<file path="src/rtl/tlp_rx_tap.sv">
// tlp_rx_tap
//   Passive tap on the PCIe RX AXI-Stream. Each TLP is measured at its SOP
//   beat (header + payload bytes), tagged, and either forwarded beat by beat
//   into a 64-bit RX FIFO or discarded as a whole. A one-beat hold register
//   delays every beat by one cycle so that the completion tag, which only
//   appears in beat 2, can be stamped on the SOP beat as well.
//
// Ports
//   pcie_clk, pcie_rst_n   clock, async active-low reset
//   rx_tvalid/rx_tready    observed handshake (never driven here)
//   rx_tlast/tkeep/tdata   observed beat
//   rx_tuser               core sideband, bit 14 = start of TLP
//   wr_en, din             FIFO write strobe and 115-bit word
//                          {tvalid,tlast,tkeep,tdata,tuser,tlp_len[10:0],tlp_tag[7:0]}
//   full, prog_full        FIFO status
//   tlp_count, drop_count  forwarded / dropped TLP counters (wrapping)
//   overflow               sticky, a write was attempted while full
//
// state    | meaning
// ---------+-----------------------------------------------------------
// IDLE     | between TLPs; hold may contain a tlast beat awaiting flush
// HOLD_SOP | SOP beat held, waiting for beat 2 (completion tag)
// PASS     | forwarding body beats through the hold register
// DROP     | discarding beats up to and including tlast

module tlp_rx_tap #(
  parameter logic [10:0] MAX_TLP_LEN = 11'd1024
) (
  input  logic         pcie_clk,
  input  logic         pcie_rst_n,
  input  logic         rx_tvalid,
  input  logic         rx_tready,
  input  logic         rx_tlast,
  input  logic [7:0]   rx_tkeep,
  input  logic [63:0]  rx_tdata,
  input  logic [21:0]  rx_tuser,
  output logic         wr_en,
  output logic [114:0] din,
  input  logic         full,
  input  logic         prog_full,
  output logic [31:0]  tlp_count,
  output logic [31:0]  drop_count,
  output logic         overflow
);

  localparam logic [4:0] CPL_TYPE = 5'b01010;

  typedef enum logic [1:0] {IDLE, HOLD_SOP, PASS, DROP} state_t;

  state_t       state_q, state_d;

  logic         hold_valid;
  logic         hold_last;
  logic [7:0]   hold_keep;
  logic [63:0]  hold_data;
  logic [21:0]  hold_user;

  logic [10:0]  cur_len;
  logic [7:0]   cur_tag;
  logic [7:0]   tag_d;
  logic [7:0]   wr_tag;
  logic         wr_q;
  logic         wr_d;
  logic         force_last;
  logic         hold_load;
  logic         hold_clr;
  logic         take_sop;
  logic         len_load;
  logic         drop_inc;

  logic         beat;
  logic         is_sof;
  logic [12:0]  sop_pay;
  logic [12:0]  sop_len;
  logic         sop_drop;

  assign beat   = rx_tvalid & rx_tready;
  assign is_sof = rx_tuser[14];

  // Length of the TLP whose DW0 is on the bus, in bytes.
  always_comb begin
    sop_pay = 13'd0;
    if (rx_tdata[30]) begin
      if (rx_tdata[9:0] == 10'd0) sop_pay = 13'd4096;
      else                        sop_pay = {1'b0, rx_tdata[9:0], 2'b00};
    end
    sop_len  = (rx_tdata[29] ? 13'd16 : 13'd12) + sop_pay;
    sop_drop = prog_full | (sop_len > {2'b00, MAX_TLP_LEN});
  end

  always_comb begin
    state_d    = state_q;
    wr_d       = 1'b0;
    force_last = 1'b0;
    hold_load  = 1'b0;
    hold_clr   = 1'b0;
    take_sop   = 1'b0;
    len_load   = 1'b0;
    drop_inc   = 1'b0;
    tag_d      = cur_tag;
    wr_tag     = cur_tag;

    case (state_q)
      IDLE: begin
        // Anything held here is a tlast beat: flush it unconditionally.
        if (hold_valid) begin
          wr_d     = 1'b1;
          hold_clr = 1'b1;
        end
        if (beat) begin
          if (is_sof)          take_sop = 1'b1;
          else if (!rx_tlast)  state_d  = DROP;
        end
      end
      HOLD_SOP: begin
        if (beat) begin
          wr_d = 1'b1;
          if (is_sof) begin
            force_last = 1'b1;
            hold_clr   = 1'b1;
            take_sop   = 1'b1;
          end else begin
            if (hold_data[28:24] == CPL_TYPE) begin
              tag_d  = rx_tdata[15:8];
              wr_tag = rx_tdata[15:8];
            end
            hold_load = 1'b1;
            state_d   = rx_tlast ? IDLE : PASS;
          end
        end
      end
      PASS: begin
        if (beat) begin
          wr_d = 1'b1;
          if (is_sof) begin
            force_last = 1'b1;
            hold_clr   = 1'b1;
            take_sop   = 1'b1;
          end else begin
            hold_load = 1'b1;
            state_d   = rx_tlast ? IDLE : PASS;
          end
        end
      end
      DROP: begin
        if (beat && rx_tlast) state_d = IDLE;
      end
      default: state_d = IDLE;
    endcase

    // SOP decision shared by IDLE and the protocol-error path. wr_tag keeps
    // the old TLP's tag for the beat being written in the same cycle.
    if (take_sop) begin
      if (sop_drop) begin
        drop_inc = 1'b1;
        state_d  = rx_tlast ? IDLE : DROP;
      end else begin
        hold_load = 1'b1;
        len_load  = 1'b1;
        tag_d     = rx_tdata[47:40];
        state_d   = rx_tlast ? IDLE : HOLD_SOP;
      end
    end
  end

  // A full FIFO suppresses the strobe itself; the state machine never stalls.
  assign wr_en = wr_q & ~full;

  always_ff @(posedge pcie_clk or negedge pcie_rst_n) begin
    if (!pcie_rst_n) begin
      state_q    <= IDLE;
      wr_q       <= 1'b0;
      din        <= '0;
      hold_valid <= 1'b0;
      hold_last  <= 1'b0;
      hold_keep  <= '0;
      hold_data  <= '0;
      hold_user  <= '0;
      cur_len    <= '0;
      cur_tag    <= '0;
      tlp_count  <= '0;
      drop_count <= '0;
      overflow   <= 1'b0;
    end else begin
      state_q <= state_d;
      wr_q    <= wr_d;
      if (wr_d)
        din <= {1'b1, hold_last | force_last, hold_keep, hold_data, hold_user,
                cur_len, wr_tag};
      if (hold_load) begin
        hold_valid <= 1'b1;
        hold_last  <= rx_tlast;
        hold_keep  <= rx_tkeep;
        hold_data  <= rx_tdata;
        hold_user  <= rx_tuser;
      end else if (hold_clr) begin
        hold_valid <= 1'b0;
      end
      if (len_load) cur_len <= sop_len[10:0];
      cur_tag <= tag_d;
      if (drop_inc)          drop_count <= drop_count + 32'd1;
      if (wr_en && din[113]) tlp_count  <= tlp_count + 32'd1;
      if (wr_q && full)      overflow   <= 1'b1;
    end
  end

endmodule
</file>
<file path="config.mk">
export PLATFORM = sky130hd
export DESIGN_NAME = tlp_rx_tap
export DESIGN_NICKNAME = d
export VERILOG_FILES = /design/src/rtl/tlp_rx_tap.sv
export SDC_FILE = /design/constraint.sdc
export NUM_CORES = 1
export LEC_CHECK = 0
export CAP_MARGIN = 25
export CORE_MARGIN = 3
export CORE_UTILIZATION = 45
export DETAILED_ROUTE_END_ITERATION = 10
export GPL_TIMING_DRIVEN = 1
export HOLD_SLACK_MARGIN = 0.05
export PLACE_DENSITY_LB_ADDON = 0.12
export SYNTH_ARGS = -nofsm -noshare
export SYNTH_HDL_FRONTEND = slang
export SYNTH_SLANG_ARGS = --single-unit
</file>
<file path="constraint.sdc">
create_clock -name pcie_clk -period 2.3 [get_ports pcie_clk]
set_input_delay 0.46 -clock pcie_clk [delete_from_list [all_inputs] [get_ports pcie_clk]]
set_output_delay 0.46 -clock pcie_clk [all_outputs]
set_load 0.05 [all_outputs]
</file>
==> results.toml <==
[synth]
synth_compound_area_share_pct = 2.02
synthXorXnorAreaFrac_pct = 5.02
synth_mux_area_share_pct = 21.3
synth-simple-area-share_pct = 7.45
synth_seq_cells = 294
avgSynthCellArea_sq_um = 14.0
yosysTopAreaCell = "dfrtp_1"
synth_flop_cell = "dfrtp_1"
ys_types = 50
synth_top_area_share_pct = 61.1
ys_seq_area_share_pct = 61.1
synth_edf_count = 0
syn_area_sq_um = 12000
async_flop_share_pct = 100
yosysWarningCount = 0
synthAdderAreaFrac_pct = 1.10
synthCells = 858
synth_top_family_by_area = "multiplexers"
synthTopCellsByArea = "dfrtp_1 (61%), mux2_2 (17%), mux2_1 (4.6%)"

[power]
ir_drop_mv = 1.12
leakage_nw = 8.44
total_power_mw = 25.2
cellPowerDensity_nw_per_um2 = 1380

[sta]
rsz0062_at_grt = "yes"
setup_ws_ns = -0.491
finClkSkew_ns = 0.0116
whs_ns = 0.250
maxSlewViolCount = 0
setup_viol = 145
tightest_slew_ns = 0.581
fmax_mhz = 358
period_needed_ns = 2.79
slew_headroom_pct = 61.1
period_share_pct = 121
hold_viol = 0

[worst_setup_path]
worstPathCellList = "buf_6, and2_4, ha_4, fa_2, a21oi_4, nand2_1, o211a_1, or3_4, or2_4, o21ai_4, buf_12, buf_12, buf_12, mux2_4"
critical_path.top_delay_family = "simple AND/OR/NAND/NOR gates"
crit_buf_inv = 4
worstPathMaxFanout = 8
crit_required_ns = 2.74
end_kind = "register"
cp_slowest_cell = "fa_2"
cpMostUsedCell = "buf_12"
r2r_slack_ns = -0.02
cp-start-kind = "input port"
slowest_delay_ns = 0.43
cp.arrival_ns = 3.23
path_class = "input port to register"

[place]
place_ws_ns = -1.41
dp.cells = 1543
dp.final_hpwl_microns = 20200
routabilityCongestion = 0.835
portBuffers = 279
placed_area_sq_um = 16300

[cells_and_area]
drive_gt1_share_pct = 34.5
fillers = 1843
areaGrowthSynthToFinish_pct = 51.5
finalNetCount = 1373
fin_cells = 1622
final_common_cell = "dfrtp_1"
postLayoutCellArea_sq_um = 18200
layout_common_cells = "dfrtp_1 (294), clkdlybuf4s50_1 (236), mux2_2 (121)"

[floorplanning]
die_area_sq_um = 28700
num_io_pins = 282
start_util_pct = 46.0
fp-row-count = 59
core_sq_um = 26100
chipHeight_microns = 170
die_width_microns = 170

[clock_network]
clk_path_buf_depth = 3
clkLatencyLatePin_ns = 0.55
cts_max_level = 1
numCtsBuffers = 31
cts.clk_slew.worst_paths_ns = 0.06
cts_tree = "done"
cts_sinks = 294
cts_root_buf = "clkbuf_16"

[grt]
track_usage_pct = 20.8
overflow = 0
antenna_found_initial = 3
grt_pass1_vias = 8868
grt_start_max_net_pins = 62
grt_pass1_wl_microns = 48500

[route]
viasPerCell = 5.12
wl_per_cell_microns = 18.7
ant_nets = 0
vias = 8306
first_pass_iters = 4
drt_iter0_drc = 512
route.detailed.drc = 0
routed_wl_microns = 30300

[outcome]
violations = "negative setup slack"
status = "complete, but fails checks"

[flow_run]
timing.max_cap.violations = 0

[hold_path]
hold_path_class = "input port to register"
tightest hold or removal path, delay by kind of cell:
kind / cells / cell delay [ns]
buf+inv: 2 / 0.18
mux: 1 / 0.12
power by group:
group / leakage, nW / switching (mW) / internal [mW]
registers: 3.62 / 1.20 / 7.31
logic: 4.32 / 6.35 / 5.45
clock network: 0.494 / 1.97 / 2.96
total: 8.44 / 9.52 / 15.7
layout make-up:
type	instances	area, sq um	area share, %
Antenna cell	2	5.00	0.0274
Tap cell	335	419	2.30
Clock inverter	5	78.8	0.432
Clock buffer	51	931	5.11
Inverter	12	45.0	0.247
Sequential cell	294	7360	40.4
Multi-Input combinational cell	520	5150	28.2
Timing Repair Buffer	403	4250	23.3
repair_timing:
item,4_1_cts,5_1_grt
gates resized for setup,151,50
hold buffers,1,0
buffers inserted,8,8
endpoints found under the hold margin,41,0
gates cloned,4,3
pin swaps,11,10
endpoints found under the setup margin,166,161
cells in the mapped netlist (all sizes together) (11+ instances only):
library cell    n
dfrtp         294
mux2          227
nand2          45
xor2           37
xnor2          32
nor2           26
nand3          22
nor3           20
buf            17
nand4          17
clkbuf         16
inv            12
nor4           12
o21ai          11
final timing paths:
| path | startpoint | to | cells past startpoint |
|---|---|---|---|
| worst max-delay path | rx_tdata[0] | hold_data[44]$_DFFE_PN0P_ | 14 |
| worst min-delay path | rx_tdata[30] | hold_data[30]$_DFFE_PN0P_ | 3 |
| worst max register to register | state_q[0]$_DFFE_PN0P_ | hold_data[44]$_DFFE_PN0P_ | 9 |
| worst min register to register | overflow$_DFFE_PN0P_ | overflow$_DFFE_PN0P_ | 1 |
| max in group asynchronous | pcie_rst_n | hold_data[49]$_DFFE_PN0P_ | 3 |
| min in group asynchronous | pcie_rst_n | tlp_count[7]$_DFFE_PN0P_ | 2 |
state kept, by name, indices dropped and copies added (netlist names):
| signal | flops |
|---|---|
| wr_q | 1 |
| hold_keep | 8 |
| din | 113 |
| tlp_count | 32 |
| hold_valid | 1 |
| cur_tag | 8 |
| drop_count | 32 |
| hold_data | 64 |
| state_q | 2 |
| hold_user | 22 |
| hold_last | 1 |
| overflow | 1 |
| cur_len | 9 |
kinds of logic after synthesis:
family	after synthesis
multiplexers	228
buffers and inverters	45
AND/OR/NAND/NOR	176
other	1
adder cells (fa/ha/maj)	10
flip-flops	294
XOR/XNOR	69
AO/OA/AOI/OAI	35
routing by layer:
layer / GRT usage [%] / wire [microns] / up-vias
li1: - / - / 3829
met1: 28.4 / 13300 / 4196
met2: 33.2 / 14100 / 237
met3: 5.87 / 2240 / 42
met4: 5.48 / 648 / 2
met5: 0 / 20 / -
metrics by stage:
stage / setup TNS, ns / util, %
after floorplan: -123.12 / -
after global placement: -190.24 / 62.3
after detailed placement: -197.45 / 62.3
after CTS: -53.90 / 68.8
after global routing: -63.49 / 69.8
final: -55.76 / 69.8
No activity file was read; power rests on OpenSTA's default activity.
